## config.mk

```make
export PLATFORM = sky130hd
export DESIGN_NAME = mac_pe_serial_flat
export DESIGN_NICKNAME = d
export VERILOG_FILES = /design/src/rtl/mac_pe_serial_if.sv /design/src/rtl/mac_pe_serial.sv /design/src/flat_wrapper.sv
export SDC_FILE = /design/constraint.sdc
export NUM_CORES = 1
export LEC_CHECK = 0
export CORE_UTILIZATION = 25
export CTS_CLUSTER_DIAMETER = 40
export DETAILED_ROUTE_END_ITERATION = 12
export GPL_ROUTABILITY_DRIVEN = 0
export PLACE_DENSITY = 0.37
export RECOVER_POWER = 25
export SLEW_MARGIN = 20
export SYNTH_ARGS = -nofsm -noshare
export SYNTH_HDL_FRONTEND = slang
export SYNTH_SLANG_ARGS = --single-unit
```

## constraint.sdc

```tcl
create_clock -name clk -period 13.15 [get_ports clk]
set_input_delay 3.945 -clock clk [delete_from_list [all_inputs] [get_ports clk]]
set_output_delay 3.945 -clock clk [all_outputs]
set_load 0.005 [all_outputs]
```

## src/rtl/mac_pe_serial_if.sv

```systemverilog
// Digit-serial MAC PE bus: operand/partial-sum digits in, result/forwarded-X
// digits out. The PE side uses the slave modport; the feeding side uses master.
interface mac_pe_serial_if #(
  parameter int unsigned DW = 4,
  parameter int unsigned CW = 6
);
  logic [CW-1:0] Cin;
  logic [DW-1:0] Xin;
  logic [DW-1:0] Yin;
  logic          Rdy;
  logic [DW-1:0] Xout;
  logic [DW-1:0] Yout;
  logic          Vld;
  logic          Ovf;
  logic          Busy;

  modport master (
    output Cin, Xin, Yin, Rdy,
    input  Xout, Yout, Vld, Ovf, Busy
  );

  modport slave (
    input  Cin, Xin, Yin, Rdy,
    output Xout, Yout, Vld, Ovf, Busy
  );
endinterface

```

## src/rtl/mac_pe_serial.sv

```systemverilog
// Digit-serial multiply-accumulate PE: Yout = Yin + Xin * Cin per frame.
// Digits arrive LSD first after a one-cycle Rdy strobe; results leave LSD
// first framed by Vld, alongside the forwarded X digits.
// Optional build macro MAC_PE_SATURATE_EN: on carry-out the result saturates
// to all ones instead of wrapping. Ovf reports the carry-out in both builds.
module mac_pe_serial #(
  parameter int unsigned DW = 4,
  parameter int unsigned XN = 2,
  parameter int unsigned YN = 4,
  parameter int unsigned CW = 6
) (
  input  logic           clk,
  input  logic           rst,
  mac_pe_serial_if.slave bus
);
  localparam int unsigned XW   = DW * XN;
  localparam int unsigned YW   = DW * YN;
  localparam int unsigned PW   = XW + CW;
  localparam int unsigned SW   = YW + 1;
  localparam int unsigned CNTW = $clog2(YN + 1);

  localparam logic [CNTW-1:0] CNT_ONE  = CNTW'(1);
  localparam logic [CNTW-1:0] CNT_LAST = CNTW'(YN - 1);

  typedef enum logic [1:0] {IDLE, LOAD, CALC, OUT} state_e;

  state_e          state_q, state_d;
  logic [CNTW-1:0] cnt_q, cnt_d;
  logic [CW-1:0]   c_q, c_d;
  logic [XW-1:0]   x_q, x_d;
  logic [YW-1:0]   y_q, y_d;
  logic [YW-1:0]   r_q, r_d;
  logic            ovf_q, ovf_d;

  logic [PW-1:0]   prod;
  logic [SW-1:0]   sum;
  logic            last_out;
  logic            accept;

  // Full-width multiply-add on the captured operands (used only in CALC)
  always_comb begin
    prod = PW'(x_q) * PW'(c_q);
    sum  = SW'(y_q) + SW'(prod);
  end

  // A new frame is taken in IDLE or in the final OUT cycle (back-to-back)
  always_comb begin
    last_out = (state_q == OUT) && (cnt_q == CNT_LAST);
    accept   = bus.Rdy && ((state_q == IDLE) || last_out);
  end

  // Next-state, digit counter and data-register next values
  always_comb begin
    state_d = state_q;
    cnt_d   = cnt_q;
    c_d     = c_q;
    x_d     = x_q;
    y_d     = y_q;
    r_d     = r_q;
    ovf_d   = ovf_q;
    case (state_q)
      IDLE, OUT: begin
        if (state_q == OUT) begin
          cnt_d = cnt_q + CNT_ONE;
          if (last_out) begin
            state_d = IDLE;
            cnt_d   = '0;
          end
        end
        // Acceptance overrides the OUT->IDLE exit so frames can chain
        if (accept) begin
          c_d           = bus.Cin;
          x_d[DW-1:0]   = bus.Xin;
          y_d[DW-1:0]   = bus.Yin;
          cnt_d         = CNT_ONE;
          state_d       = (YN == 1) ? CALC : LOAD;
        end
      end
      LOAD: begin
        for (int unsigned k = 1; k < YN; k++) begin
          if (cnt_q == CNTW'(k)) y_d[k*DW +: DW] = bus.Yin;
        end
        for (int unsigned k = 1; k < XN; k++) begin
          if (cnt_q == CNTW'(k)) x_d[k*DW +: DW] = bus.Xin;
        end
        cnt_d = cnt_q + CNT_ONE;
        if (cnt_q == CNT_LAST) state_d = CALC;
      end
      CALC: begin
        ovf_d = sum[YW];
`ifdef MAC_PE_SATURATE_EN
        r_d   = sum[YW] ? '1 : sum[YW-1:0];
`else
        r_d   = sum[YW-1:0];
`endif
        cnt_d   = '0;
        state_d = OUT;
      end
      default: begin
        state_d = IDLE;
        cnt_d   = '0;
      end
    endcase
  end

  // State and digit counter registers
  always_ff @(posedge clk) begin
    if (rst) begin
      state_q <= IDLE;
      cnt_q   <= '0;
    end else begin
      state_q <= state_d;
      cnt_q   <= cnt_d;
    end
  end

  // Operand, result and overflow registers
  always_ff @(posedge clk) begin
    if (rst) begin
      c_q   <= '0;
      x_q   <= '0;
      y_q   <= '0;
      r_q   <= '0;
      ovf_q <= 1'b0;
    end else begin
      c_q   <= c_d;
      x_q   <= x_d;
      y_q   <= y_d;
      r_q   <= r_d;
      ovf_q <= ovf_d;
    end
  end

  // Outputs decoded purely from registered state and data
  always_comb begin
    bus.Xout = '0;
    bus.Yout = '0;
    bus.Vld  = 1'b0;
    bus.Ovf  = 1'b0;
    bus.Busy = !((state_q == IDLE) || last_out);
    if (state_q == OUT) begin
      bus.Vld = (cnt_q == '0);
      bus.Ovf = ovf_q;
      for (int unsigned k = 0; k < YN; k++) begin
        if (cnt_q == CNTW'(k)) bus.Yout = r_q[k*DW +: DW];
      end
      for (int unsigned k = 0; k < XN; k++) begin
        if (cnt_q == CNTW'(k)) bus.Xout = x_q[k*DW +: DW];
      end
    end
  end
endmodule

```

## src/flat_wrapper.sv

```systemverilog
// flat-port wrapper written by rule: the top's interface ports become plain ports
module mac_pe_serial_flat 
#(
  parameter int unsigned DW = 4,
  parameter int unsigned XN = 2,
  parameter int unsigned YN = 4,
  parameter int unsigned CW = 6
)
  (clk, rst, bus_Cin, bus_Xin, bus_Yin, bus_Rdy, bus_Xout, bus_Yout, bus_Vld, bus_Ovf, bus_Busy);
  mac_pe_serial_if #(.DW(DW), .CW(CW)) bus_i ();
  input  logic clk;
  input  logic rst;
  input wire logic [$bits(bus_i.Cin)-1:0] bus_Cin;
  input wire logic [$bits(bus_i.Xin)-1:0] bus_Xin;
  input wire logic [$bits(bus_i.Yin)-1:0] bus_Yin;
  input wire logic [$bits(bus_i.Rdy)-1:0] bus_Rdy;
  output wire logic [$bits(bus_i.Xout)-1:0] bus_Xout;
  output wire logic [$bits(bus_i.Yout)-1:0] bus_Yout;
  output wire logic [$bits(bus_i.Vld)-1:0] bus_Vld;
  output wire logic [$bits(bus_i.Ovf)-1:0] bus_Ovf;
  output wire logic [$bits(bus_i.Busy)-1:0] bus_Busy;
  assign bus_i.Cin = bus_Cin;
  assign bus_i.Xin = bus_Xin;
  assign bus_i.Yin = bus_Yin;
  assign bus_i.Rdy = bus_Rdy;
  assign bus_Xout = bus_i.Xout;
  assign bus_Yout = bus_i.Yout;
  assign bus_Vld = bus_i.Vld;
  assign bus_Ovf = bus_i.Ovf;
  assign bus_Busy = bus_i.Busy;
  mac_pe_serial #(.DW(DW), .XN(XN), .YN(YN), .CW(CW)) u_core (.clk(clk), .rst(rst), .bus(bus_i));
endmodule
```

=== After elaboration in Yosys (flattened, before gate mapping) ===
Index checks and enable logic that the tools add are counted.

* $mul: 1
* Mux-type cells: 19
* Equal/unequal tests: 9
* Add/sub/neg operators: 2
* Reductions and logical operators: 12

{| class="wikitable"
|+ Operators by type and width
! cell !! count
|-
| two-way mux 4 bit || 8
|-
| adder 16 x 14 -> 17 bit || 1
|-
| multiplier 8 x 6 -> 14 bit || 1
|-
| two-way mux 3 bit || 3
|-
| one-hot mux 3 bit (3 select lines) || 1
|-
| two-way mux 2 bit || 4
|-
| AND reduction 2 bit || 4
|-
| equality test 3 x 2 -> 1 bit (second input constant) || 2
|-
| != test 3 x 1 -> 1 bit (second input constant) || 2
|-
| one-hot mux 2 bit (3 select lines) || 1
|-
| equality test 2 bit (second input constant) || 2
|-
| adder 3 x 1 -> 3 bit (second input constant) || 1
|-
| equality test 3 x 1 -> 1 bit (second input constant) || 1
|-
| logical NOT 3 bit || 1
|-
| AND reduction 3 bit || 1
|-
| equality test 2 x 1 -> 1 bit (second input constant) || 1
|-
| logical AND 1 bit || 2
|-
| logical NOT 2 bit || 1
|-
| two-way mux 1 bit || 2
|-
| != test 2 x 1 -> 1 bit (second input constant) || 1
|-
| OR reduction 2 bit || 1
|-
| logical NOT 1 bit || 1
|-
| logical OR 1 bit || 1
|}

* Output and inout bits: 11
* Word-level logic and storage cells: 54
* Input bits: 17
* Flip-flop bits (word level): 52

=== Depth between registers and ports, before layout ===
* Depth after elaboration: 6
* Depth in mapped cells: 16
* Depth with buffers taken out: 16

=== Least setup slack after synthesis ===
OpenSTA, ideal clock, no wires.

* Path type: register to output
* Start: register u_core.cnt_q[0]
* End: output port bus_Xout[0]
* Path buffers: 3
* Required time: 9205 ps
* Arrival: 1507 ps
* Stages on the path, launching flop included: 7
* Setup slack: 7698 ps
* Path through: dfxtp_1 > ha_1 > clkbuf_1 > clkbuf_1 > buf_1 > a21oi_1 > nor2_1

* Cells in the longest elaborated chain, start to end: 4
* Elaborated cells on any way between the ends: 5
* Those cells by class: eq/ne: 1; mux: 3; reduce/logical: 1

{| class="wikitable"
|+ RTL lines
! item !! RTL line !! text
|-
| start: declaration || mac_pe_serial.sv:28 || <nowiki>logic [CNTW-1:0] cnt_q, cnt_d;</nowiki>
|-
| start signal: assignment || mac_pe_serial.sv:113 || <nowiki>cnt_q <= cnt_d;</nowiki>
|-
| logical NOT 3 bit || mac_pe_serial.sv:148 || <nowiki>if (cnt_q == CNTW'(k)) bus.Xout = x_q[k*DW +: DW];</nowiki>
|-
| two-way mux 4 bit || mac_pe_serial.sv:148 ||
|-
| two-way mux 4 bit * || mac_pe_serial.sv:148 ||
|-
| two-way mux 4 bit * || mac_pe_serial.sv:141 || <nowiki>if (state_q == OUT) begin</nowiki>
|-
| end: declaration || flat_wrapper.sv:17 || <nowiki>output wire logic [$bits(bus_i.Xout)-1:0] bus_Xout;</nowiki>
|}

Mark *: on every way between the ends. The rest lies on a longest branch, timed or not.

=== Final worst setup path ===
* Start: register u_core.cnt_q[0]
* End: output port bus_Yout[3]

* Cells in the longest elaborated chain, start to end: 6
* Elaborated cells on any way between the ends: 9
* Those cells by class: eq/ne: 3; mux: 5; reduce/logical: 1

{| class="wikitable"
|+ RTL lines
! item !! RTL line !! text
|-
| logical NOT 3 bit || mac_pe_serial.sv:145 || <nowiki>if (cnt_q == CNTW'(k)) bus.Yout = r_q[k*DW +: DW];</nowiki>
|-
| two-way mux 4 bit (3 in series) || mac_pe_serial.sv:145 ||
|-
| two-way mux 4 bit * || mac_pe_serial.sv:145 ||
|-
| two-way mux 4 bit * || mac_pe_serial.sv:141 ||
|-
| end: declaration || flat_wrapper.sv:18 || <nowiki>output wire logic [$bits(bus_i.Yout)-1:0] bus_Yout;</nowiki>
|}

Marked as above.

==> impl_results.md <==
* Overall global routing resource usage at 13.68%
* Clock slew seen by the registers of the worst setup and hold paths at 0.07 ns
* Post-Syn Area per Cell at 8.302 um^2
* Part of the total power dissipated in sequential elements at 36.9%
* Congestion Overflow GR at 0
* Final sum of negative setup slack at 0 ns
* Post-CTS Setup Bufs at 0
* Leakage at 2.225 nW
* Cells resized by post-CTS repair at 0
* CTS Hold Bufs at 0
* CP Launch Point: u_core.cnt_q[0]
* Flops & latches, synth at 52
* Parity-gate share of the synthesized area counting xor and xnor cells at 1.215%
* Final Instance Count excl. Fillers at 762
* Violated checks: capacitance limit, slew limit
* Int Power at 350.1 uW
* Worst Skew at 0.005524 ns
* HPWL Detailed at 8663 um
* Synthesis warning total at 0
* Worst IR drop on VDD at 0.1329 mV
* Fraction of the yosys area taken by sequential cells at 24.07%
* Maximum number of pins on one net before global-route repair at 52
* Critical-path cell list: ha_1 -> a21oi_1 -> o21ai_0 -> a22oi_1 -> nor2b_1 -> clkdlybuf4s50_1
* Die boundary height at 133.5 um
* Outcome: finished, violations left
* Worst path buffer plus inverter count at 1
* Via count of the first global-routing pass at 3533
* Vias at 3398
* DR vias/cell at 4.459
* Compound-gate portion of the synthesized area at 12.35%
* Number of sinks driven by the clock tree at 52
* Total placed instance area at 4815 um^2
* Count of buffers from port buffering at 27
* F_max at 152.7 MHz
* Width of the die at 133.5 um
* Total number of H-tree levels at 2
* Ant. Diodes at 0
* DRC violation count after routing at 0
* Hold WC Path Type: register to register
* Power spent charging and discharging nets at 238.8 uW
* Slew of the pin with the lowest slew margin at 2.469 ns
* Cells after DPL at 754
* Die Outline Area at 17830 um^2
* Slew HR at -64.63%
* Combinational Power Share at 40.4%
* Worst Path Class, Setup: register to output pin
* Ratio of total power to cell area at 118.8 nW/um^2
* Count of max-cap constraint violations at 1
* Initial core utilization at 25.81%
* Kind of end point of the critical path: output pin
* Synthesized net count at 614
* Minimum hold slack at 0.4547 ns
* Area added between synthesis and finish at 14.55%
* Fraction of registers with async set or reset after synthesis at 0%
* Length of the first detailed-routing pass in iterations at 4
* Clock root buffer master: clkbuf_16
* Number of flops mapped to enable cells by yosys at 0
* Clock network latency to the later pin of the worst-skew pair at 0.30 ns
* Switching share of power at 40.55%
* Largest family of logic cells by synthesized area: adder cells
* Count of routing violations after the opening detailed-route iteration at 184
* Number of placement rows at 47
* Post-synthesis share of cell area spent on and, or, nand and nor gates at 20.51%
* Hold violation count in the final report at 0
* Sequential cell area at 1041 um^2
* Post-layout nets at 634
* Placeable core region at 16760 um^2
* Footprint of the multi-input gates at 2925 um^2
* Post-layout instance area at 4955 um^2
* Arrival time at the worst endpoint at 2.60 ns
* Slowest-stage cell, CP: ha_1
* Kind of start point of the critical path: register
* Drt total wl at 11120 um
* Post-synthesis adder-cell area fraction at 28.23%
* Final cycle utilization of the critical path at 49.79%
* Wire length per cell at 14.60 um
* I/O Pins at 28
* Count of nets left with antenna violations after detail routing at 0
* Final critical-path required period at 6.547 ns
* Num CTS Buffers at 5
* Number of fill cells at 1834
* Unrepaired setup endpoints after global routing: no
* Share of power burned in the clock network at 22.7%
* Kind of cell adding the most delay to the critical path: adder cells
* Final design utilization at 29.56%
* Netlist area before placement at 4325 um^2
* Count of distinct cell types in the synthesized netlist at 45
* Final setup violation count at 0
* Bufs on Longest Clock Path at 2
* Slowest stage delay, CP at 0.75 ns
* WP data required at 9.20 ns
* Mux cell area share after synthesis at 5.323%
* Primary FF master, synth: dfxtp_1
* First-pass GRT wire length at 18930 um
* Synthesized netlist cell count at 521
* TritonCTS clock tree: built
* Maximum fanout along the worst path at 25
* Number of slew-limit violations in the final report at 52
* Crit Reg-Reg Startpoint: u_core.c_q[5]
* Share of layout cells above drive strength 1 at 2.768%
* Critical hold path startpoint: u_core.y_q[8]
* Initial antenna violation count at 0
## final timing paths
path / to / slack [ns] / depth (start not counted)
max: bus_Yout[3] / 6.60 / 6
min: u_core.y_q[8] / 0.45 / 2
max reg2reg: u_core.r_q[12] / 8.20 / 15
min reg2reg: u_core.y_q[8] / 0.45 / 2
## synthesized netlist by cell type, types with 3 or more instances
master    number  area share [%]
a31oi_1        4            0.58
a21oi_1       43             5.0
nand2_1       52             4.5
xnor2_1        4            0.81
o211ai_1       3            0.52
mux2i_1       23             5.3
a21o_1         5            0.87
a22oi_1        4            0.69
ha_1          40              12
and3_1         4            0.58
o21ai_0       13             1.5
fa_1          36              17
inv_1         76             6.6
nor2b_1        7             1.0
clkbuf_1      13             1.1
and2_1        43             6.2
nor2_1        45             3.9
dfxtp_1       52              24
nor3_1         3            0.35
nand3_1       21             2.4
## metrics by stage
| stage | power [mW] | setup slack [ns] |
|---|---|---|
| after global placement | 0.4608 | 6.991 |
| after global routing | 0.6435 | 6.257 |
| after CTS | 0.6006 | 6.562 |
| after floorplan | 0.3845 | 7.698 |
| final | 0.5889 | 6.603 |
| after detailed placement | 0.4601 | 6.922 |
## power groups by stage
stage	logic [mW]	registers (mW)	clock network (mW)
detailed placement	0.238	0.222	0
floorplan	0.181	0.203	0
CTS	0.242	0.218	0.141
finish	0.238	0.217	0.134
global placement	0.239	0.222	0
global route	0.273	0.221	0.149
## tightest hold or removal path, delay by kind of cell (launching register included)
family / cells / cell delay [ns]
flip-flops: 1 / 0.31
AO/OA/AOI/OAI: 1 / 0.05
AND/OR/NAND/NOR: 1 / 0.05
## final cells by class
cell class / instances / share of cell area, %
clock buffer: 7 / 2.677
multi-input combinational: 376 / 59.04
tap: 220 / 5.556
timing repair buffer: 30 / 5.783
clock inverter: 1 / 0.1768
sequential: 52 / 21.01
inverter: 76 / 5.758
## layer usage
layer	vias up	global-route usage, %	share of wire [%]
met1	1612	18.68	51
met2	46	22.02	45
met4	0	3.598	1.0
li1	1733	-	-
met5	-	0	0
met3	7	2.549	3.3
## sequential cells by signal (all words and copies together) (netlist names)
register / cells
u_core.c_q: 6
u_core.cnt_q: 3
u_core.ovf_q: 1
u_core.r_q: 16
u_core.state_q: 2
u_core.x_q: 8
u_core.y_q: 16
## layout by cell type, fill, tap and decap left out, types with 2 or more instances in the layout
cell,netlist,routed
nand3_1,21,21
fa_1,36,36
nand2_1,52,52
o21ai_0,13,13
a21oi_1,43,43
nand3b_1,2,2
ha_1,40,40
xnor2_1,4,4
mux2i_1,23,23
a22oi_1,4,4
nor2b_1,7,7
nor3_1,3,3
a211oi_1,2,2
and2_1,43,43
clkbuf_1,13,3
buf_4,0,3
clkdlybuf4s50_1,0,26
o211ai_1,3,3
nor2_1,45,45
nand4_1,2,2
a31oi_1,4,4
dfxtp_1,52,52
a21o_1,5,5
clkbuf_16,0,5
inv_1,76,76
xor2_1,2,2
and3_1,4,4
## kinds of logic after synthesis
kind of cell | Yosys count
DFF | 52
buffers and inverters | 93
muxes | 23
AOI/OAI and AO/OA | 88
xor gates and xnor gates | 6
and+or+nand+nor | 183
adders and majority gates | 76
No activity file was read; power rests on OpenSTA's default activity.
